===== config.mk =====
export PLATFORM = sky130hd
export DESIGN_NAME = logic_unit_seq
export DESIGN_NICKNAME = d
export VERILOG_FILES = /design/src/rtl/logic_unit_seq.sv
export SDC_FILE = /design/constraint.sdc
export NUM_CORES = 1
export LEC_CHECK = 0
export BUFFER_PORTS_ARGS = -buffer_cell sky130_fd_sc_hd__buf_2
export CAP_MARGIN = 20
export CORE_UTILIZATION = 35
export CTS_BUF_LIST = sky130_fd_sc_hd__clkbuf_8 sky130_fd_sc_hd__clkbuf_16
export CTS_CLUSTER_DIAMETER = 80
export DETAILED_ROUTE_END_ITERATION = 10
export GPL_TIMING_DRIVEN = 1
export MAX_ROUTING_LAYER = met4
export PLACE_DENSITY = 0.55
export SLEW_MARGIN = 20
export SYNTH_ARGS = -nofsm -noshare
export SYNTH_HDL_FRONTEND = slang
export SYNTH_SLANG_ARGS = --single-unit

===== constraint.sdc =====
create_clock -name clk -period 5.35 [get_ports clk]
set_input_delay 1.07 -clock clk [delete_from_list [all_inputs] [get_ports clk]]
set_output_delay 1.07 -clock clk [all_outputs]
set_load 0.03 [all_outputs]

===== src/rtl/logic_unit_seq.sv =====
// logic_unit_seq: bitwise logic on WIDTH-bit operands, SLICE bits per cycle; LOGIC_UNIT_EXT_OPS_EN adds ops 1xx.
// Latency N+1 cycles start->done; no backpressure: start ignored while busy, accepted again in IDLE/DONE.
module logic_unit_seq #(
  parameter int WIDTH = 32,
  parameter int SLICE = 8
) (
  input  logic             clk,
  input  logic             reset,
  input  logic             start,
  input  logic [2:0]       op,
  input  logic [WIDTH-1:0] A,
  input  logic [WIDTH-1:0] B,
  output logic             busy,
  output logic             done,
  output logic [WIDTH-1:0] result,
  output logic             zero,
  output logic             op_err
);

  localparam int N  = WIDTH / SLICE;
  localparam int CW = (N > 1) ? $clog2(N) : 1;
  localparam logic [CW-1:0] LAST = CW'(N - 1);

  typedef enum logic [1:0] {S_IDLE, S_RUN, S_DONE} state_t;

  state_t           r_state;
  state_t           w_next_state;
  logic [CW-1:0]    r_cnt;
  logic [WIDTH-1:0] r_a;
  logic [WIDTH-1:0] r_b;
  logic [2:0]       r_op;
  logic [WIDTH-1:0] r_result;
  logic             r_zero;
  logic             r_err;

  logic             w_accept;
  logic             w_last;
  logic             w_illegal;
  logic [SLICE-1:0] w_a_sl;
  logic [SLICE-1:0] w_b_sl;
  logic [SLICE-1:0] w_slice;
  logic [WIDTH-1:0] w_result_nxt;

  assign w_accept = start && ((r_state == S_IDLE) || (r_state == S_DONE));
  assign w_last   = (r_cnt == LAST);

  always_ff @(posedge clk) begin
    if (reset) begin
      r_state <= S_IDLE;
    end else begin
      r_state <= w_next_state;
    end
  end

  always_comb begin
    w_next_state = r_state;
    case (r_state)
      S_IDLE:  if (start) w_next_state = S_RUN;
      S_RUN:   if (w_last) w_next_state = S_DONE;
      S_DONE:  w_next_state = start ? S_RUN : S_IDLE;
      default: w_next_state = S_IDLE;
    endcase
  end

  always_comb begin
    busy = (r_state == S_RUN);
    done = (r_state == S_DONE);
  end

  always_comb begin
    w_a_sl = r_a[r_cnt*SLICE +: SLICE];
    w_b_sl = r_b[r_cnt*SLICE +: SLICE];
    case (r_op)
      3'b000:  w_slice = w_a_sl & w_b_sl;
      3'b001:  w_slice = w_a_sl | w_b_sl;
      3'b010:  w_slice = w_a_sl ^ w_b_sl;
      3'b011:  w_slice = ~(w_a_sl | w_b_sl);
`ifdef LOGIC_UNIT_EXT_OPS_EN
      3'b100:  w_slice = ~(w_a_sl & w_b_sl);
      3'b101:  w_slice = ~(w_a_sl ^ w_b_sl);
      3'b110:  w_slice = w_a_sl & ~w_b_sl;
      default: w_slice = w_a_sl;
`else
      default: w_slice = '0;
`endif
    endcase
  end

`ifdef LOGIC_UNIT_EXT_OPS_EN
  assign w_illegal = 1'b0;
`else
  assign w_illegal = r_op[2];
`endif

  // Merge the current slice into the running result so zero sees the final word.
  always_comb begin
    w_result_nxt = r_result;
    w_result_nxt[r_cnt*SLICE +: SLICE] = w_slice;
  end

  always_ff @(posedge clk) begin
    if (reset) begin
      r_cnt    <= '0;
      r_a      <= '0;
      r_b      <= '0;
      r_op     <= '0;
      r_result <= '0;
      r_zero   <= 1'b0;
      r_err    <= 1'b0;
    end else if (w_accept) begin
      r_cnt    <= '0;
      r_a      <= A;
      r_b      <= B;
      r_op     <= op;
      r_result <= '0;
      r_zero   <= 1'b0;
      r_err    <= 1'b0;
    end else if (r_state == S_RUN) begin
      r_result <= w_result_nxt;
      if (w_last) begin
        r_cnt  <= '0;
        r_zero <= (w_result_nxt == '0);
        r_err  <= w_illegal;
      end else begin
        r_cnt  <= r_cnt + CW'(1);
      end
    end
  end

  assign result = r_result;
  assign zero   = r_zero;
  assign op_err = r_err;

endmodule


==> flow_summary.toml, run 1 <==
[floorplan]
dieHeight_um = 118
start_util = 0.358
io_pins = 106
die_area_um2 = 14000
design.core.area_um2 = 13200
fp-row-count = 42
die_w_um = 118

[detailed_routing]
wl_mm = 12.5
dr_total_vias = 4143
viasPerCell = 5.08
wl_per_cell_um = 15.3
drt_first_pass_iters = 4
ant_nets = 0
drtIter0Drc = 246
drc = 0

[sta]
worst_clock_skew_ns = 0.00805
finalMaxSlewViolations = 0
fmax_ghz = 0.288
fin_crit_ns = 3.47
holdWs_ns = 0.452
max_slew_margin = 0.317
setup_violations = 0
hold_violations = 0
grt_setup_unrepaired = "no"
min_period_over_period = 0.649
tightest_slew_ns = 1.02
setup_tns_ns = 0

[cells_and_area]
finish.net_count = 725
n_antenna_cell = 0
area_growth_pct = 20.6
stdcell_count = 815
n_fill_cell = 1385
drive_above_1_share = 0.238

[power]
vdd_drop_max_mv = 0.156
total_power_uw = 1790
p_per_area_nw_per_um2 = 312
p_leak_uw = 0.00235

[flow_run]
max-cap-violations = 0

[clock_network]
cts_tree = "yes"
clk_pin_slew_ns = 0.07
htree_levels = 3
cts_resized = 0
numCtsBuffers = 9
clock_path_buffers = 2
cts.sinks = 105
cts_setup_buffers = 0
clock-root-buffer = "clkbuf_16"
clk_latency_ns = 0.35
cts_hold_buffers = 0

[synthesis]
async_flop_share = 0
yosysSeqAreaShare = 0.443
synthSimpleGateAreaFrac = 0.185
yosys_warnings = 0
ys_types = 38
synth_area_leaders = "dfxtp_1 (44%), nand2_1 (11%), a21oi_1 (8.0%), mux4_2 (7.6%), ha_1 (5.5%)"
synth_top_cell_by_area = "dfxtp_1"
syn_inst = 548
synth_edf_count = 0
synth_nets = 639
synthAdderAreaFrac = 0.0554
synthXorXnorAreaFrac = 0.0164
synth_seq_cells = 105
yosys_most_used_dff = "dfxtp_1"
yosysMostFrequentCell = "nand2_1"
yosys-top-cells-count = "nand2_1 (142), dfxtp_1 (105), a21oi_1 (76)"
synth_mux_area_frac = 0.0934
synth_top_area_share = 0.443
synth_compound_area_frac = 0.160
synthesis.area_um2 = 4740
synth_top_family_by_area = "simple AND/OR/NAND/NOR gates"
avgSynthCellArea_um2 = 8.65

[worst_setup_path]
crit_slowest_cell = "dfxtp_1"
cp-end-kind = "register"
crit_type = "reg2reg"
startpoint_type = "register"
crit_arrival_ns = 3.77
path_buf_inv = 2
critical_path.cell_chain = "buf_4, mux4_2, inv_1, ha_1, mux2i_1, o22ai_1, a2111o_1, a2111oi_2, a2bb2oi_2"
cp_max_fo = 15
cpLargestDelayFamily = "compound AO/OA/AOI/OAI gates"
r2r_slack_ns = 1.88
max_stage_delay_ns = 0.81
required_ns = 5.64

[global_route]
grt_pass1_wl_mm = 20.4
track_usage = 0.191
antenna_found_initial = 0
grt_overflow = 0
grt_max_degree = 73
grt_pass1_vias = 4157

[placement]
gp_congestion = 0.837
io_buffers = 105
dpl.hpwl_mm = 9.02
dp.cells = 798

[outcome]
status = "finished clean"

[hold_path]
hp-class = "reg2reg"
==> worst paths after layout <==
check	start	cells after the start	end
worst max register to register	r_cnt[0]	9	zero
worst max-delay path	r_cnt[0]	9	zero
worst min-delay path	r_b[5]	2	r_b[5]
worst min register to register	r_b[5]	2	r_b[5]
==> placed cells by master, fill, tap and decap left out, types with 2 or more instances in the layout <==
cell	n
buf_2	105
nor3_1	2
mux4_2	16
a211oi_1	5
buf_4	5
nand3_1	3
nand2b_1	4
o22ai_2	2
a22oi_1	32
a21oi_1	76
bufinv_16	2
nor2_1	41
nor2b_1	3
nand2_1	142
o22ai_1	2
clkbuf_16	9
clkbuf_8	2
ha_1	21
mux2_1	2
o211ai_1	2
xor2_1	5
dfxtp_1	105
inv_1	19
nor4_1	9
xnor2_1	2
mux2i_1	6
==> report_power, final <==
group | switching (uW) | internal, uW | total (uW)
combinational | 124 | 91.2 | 215
sequential | 28.4 | 814 | 842
clock | 295 | 435 | 730
total | 447 | 1340 | 1790
==> tightest hold or removal path: stages (launching register included) <==
cell and delay [ns]:
dfxtp_1 0.31, nand2_1 0.05, a21oi_1 0.05
==> layout make-up <==
type,count,area [um^2],area share
Sequential cell,105,2100,0.368
Inverter,19,71.3,0.0125
Timing Repair Buffer,111,568,0.0993
Tap cell,176,220,0.0385
Clock buffer,11,253,0.0442
Multi-Input combinational cell,388,2430,0.424
Clock inverter,5,77.6,0.0136
==> stage by stage <==
| step | area [um^2] | util | setup WS (ns) |
|---|---|---|---|
| finish | 5720 | 0.432 | 1.88 |
| global route | 5720 | 0.432 | 1.60 |
| CTS | 5710 | 0.432 | 1.82 |
| detailed placement | 5380 | 0.407 | 1.85 |
| global placement | 5380 | 0.407 | 1.96 |
| floorplan | 4740 | - | 2.32 |
==> cells by family (layout without fill, tap and decap cells) <==
kind of cell,Yosys count,in the layout
flip-flops,105,105
AO/OA/AOI/OAI,123,123
AND/OR/NAND/NOR,212,212
XOR/XNOR,8,8
buffers and inverters,55,146
multiplexers,24,24
adder cells (fa/ha/maj),21,21
==> flip-flops by register name (all words and copies together), names as in the netlist <==
| name | cells |
|---|---|
| r_a | 32 |
| r_cnt | 2 |
| r_op | 3 |
| r_state | 2 |
| zero | 1 |
| r_b | 32 |
| result | 32 |
| op_err | 1 |
==> metal layers <==
layer	global-route usage	wire length [um]	share of wire
met4	0.0680	227	0.018
met3	0.0401	534	0.043
met1	0.236	5770	0.46
met2	0.310	5970	0.48
met5	-	0	0
Note: power is estimated with default switching activity, not from simulation.
==> run 2, diff against run 1 <==
Settings changed: PLACE_DENSITY 0.55 to 0.57.
Clock period 5.35 ns to 2.9 ns, I/O delays scaled along.
==> run 2 against run 1 <==
Against the previous run:
- critical path depth unchanged
- combinational power up 97%
- sequential power increased by 83%
- die area did not move
- count of clock-buffer cells in the layout shrank 2
- maximum frequency is 27% higher
- first-iteration DRC count shrank 25%
- global-route usage fell by 0.83 points
- critical endpoint unchanged
- largest power group unchanged
==> flow_summary.toml, run 2 (same netlist as run 1, synthesis figures left out) <==
[detailed_routing]
route.met2.wl_mm = 5.60
wl_per_cell_um = 14.7
dr_total_vias = 4116
drt_first_pass_iters = 5
drtIter0Drc = 184
viasPerCell = 4.99
wl_mm = 12.1
highest_layer = "met4"
drc = 0
met3RoutedLength_um = 539
ant_nets = 0
wirelength_met1_mm = 5.78

[power]
internal-power_uw = 2450
power_frac_clock = 0.405
p_comb_frac = 0.128
p_leak_uw = 0.00240
seqPwrFrac = 0.467
p_per_area_nw_per_um2 = 568
switching_share = 0.258
vdd_drop_max_mv = 0.259
power.switching_uw = 853

[sta]
hold_violations = 0
grt_setup_unrepaired = "no"
fmax_ghz = 0.367
finalMaxSlewViolations = 0
setup_violations = 0
worst_clock_skew_ns = 0.00922
setup_tns_ns = 0
min_period_over_period = 0.941
fin_crit_ns = 2.73
tightest_slew_ns = 0.842
max_slew_margin = 0.436

[clock_network]
cts_tree = "yes"
cts_resized = 0
numCtsBuffers = 9
cts.sinks = 105
clock-root-buffer = "clkbuf_16"
cts_hold_buffers = 0
clock_path_buffers = 2
cts_setup_buffers = 0
clk_pin_slew_ns = 0.07
htree_levels = 3
clk_latency_ns = 0.35

[worst_setup_path]
cp-end-kind = "register"
crit_slowest_cell = "mux4_2"
critical_path.cell_chain = "buf_12, mux4_2, inv_1, ha_1, mux2i_1, o22ai_2, a2111o_1, a2111oi_2, a2bb2oi_2"
cp_max_fo = 27
crit_arrival_ns = 3.02
required_ns = 3.20
startpoint_type = "register"
path_buf_inv = 2
cpLargestDelayFamily = "compound AO/OA/AOI/OAI gates"
max_stage_delay_ns = 0.54
crit_type = "reg2reg"

[cells_and_area]
area_growth_pct = 22.7
drive_above_1_share = 0.251
stdcell_count = 825
finish.net_count = 735
layout_commonest_cell = "nand2_1"
n_antenna_cell = 0
n_fill_cell = 1322
layout_common_cells = "nand2_1 (142), buf_2 (105), dfxtp_1 (105)"

[hold_path]
hp-class = "reg2reg"

[global_route]
grt_pass1_wl_mm = 19.5
track_usage = 0.183
antenna_found_initial = 0
grt_max_degree = 61
grt_pass1_vias = 3835
grt_overflow = 0

[placement]
dp.cells = 809
io_buffers = 105
gp_congestion = 0.772
dpl.hpwl_mm = 8.80

[floorplan]
io_pins = 106
start_util = 0.358
die_w_um = 118
fp-row-count = 42
design.core.area_um2 = 13200
die_area_um2 = 14000
dieHeight_um = 118

[flow_run]
max-cap-violations = 0

[outcome]
status = "finished clean"
[run 2: stage by stage]
step,util,setup WS (ns),total power [uW],cell area [um^2],hold WS [ns]
detailed placement,0.415,0.131,2000,5490,0.447
finish,0.439,0.172,3300,5820,0.456
global route,0.439,0.000315,3440,5820,0.455
global placement,0.415,0.205,1990,5490,0.441
CTS,0.439,0.135,3340,5820,0.448
floorplan,-,0.0652,1850,4740,0.433
[run 2: power groups by stage]
stage	Clock [uW]	Sequential [uW]	Combinational [uW]
after floorplan	0	1560	294
after CTS	1370	1540	428
after global placement	0	1580	415
after global routing	1420	1550	471
final	1340	1540	423
after detailed placement	0	1580	427
[run 2: layout make-up]
cell class                      instances  area [um^2]  area share
Sequential cell                       105         2100       0.361
Timing Repair Buffer                  121          671       0.115
Tap cell                              176          220      0.0378
Multi-Input combinational cell        388         2430       0.417
Inverter                               19         71.3      0.0123
Clock buffer                            9          225      0.0387
Clock inverter                          7          101      0.0174
[run 2: per-layer routing]
layer,vias up,GRT usage
met1,1921,0.239
li1,2072,-
met5,-,-
met2,107,0.282
met3,16,0.0391
met4,0,0.0609
[run 2: worst register-to-register path, cell delays in order, from the launching register on]
cell and delay (ns):
dfxtp_1 0.35, buf_12 0.22, mux4_2 0.54, inv_1 0.08, ha_1 0.22, mux2i_1 0.16
o22ai_2 0.10, a2111o_1 0.44, a2111oi_2 0.41, a2bb2oi_2 0.15
[run 2: final timing paths]
| kind | start | endpoint | slack (ns) | depth (start not counted) |
|---|---|---|---|---|
| setup / recovery | r_cnt[0] | zero | 0.17 | 9 |
| hold / removal | r_a[25] | r_a[25] | 0.46 | 2 |
| setup reg to reg | r_cnt[0] | zero | 0.17 | 9 |
| hold reg to reg | r_a[25] | r_a[25] | 0.46 | 2 |
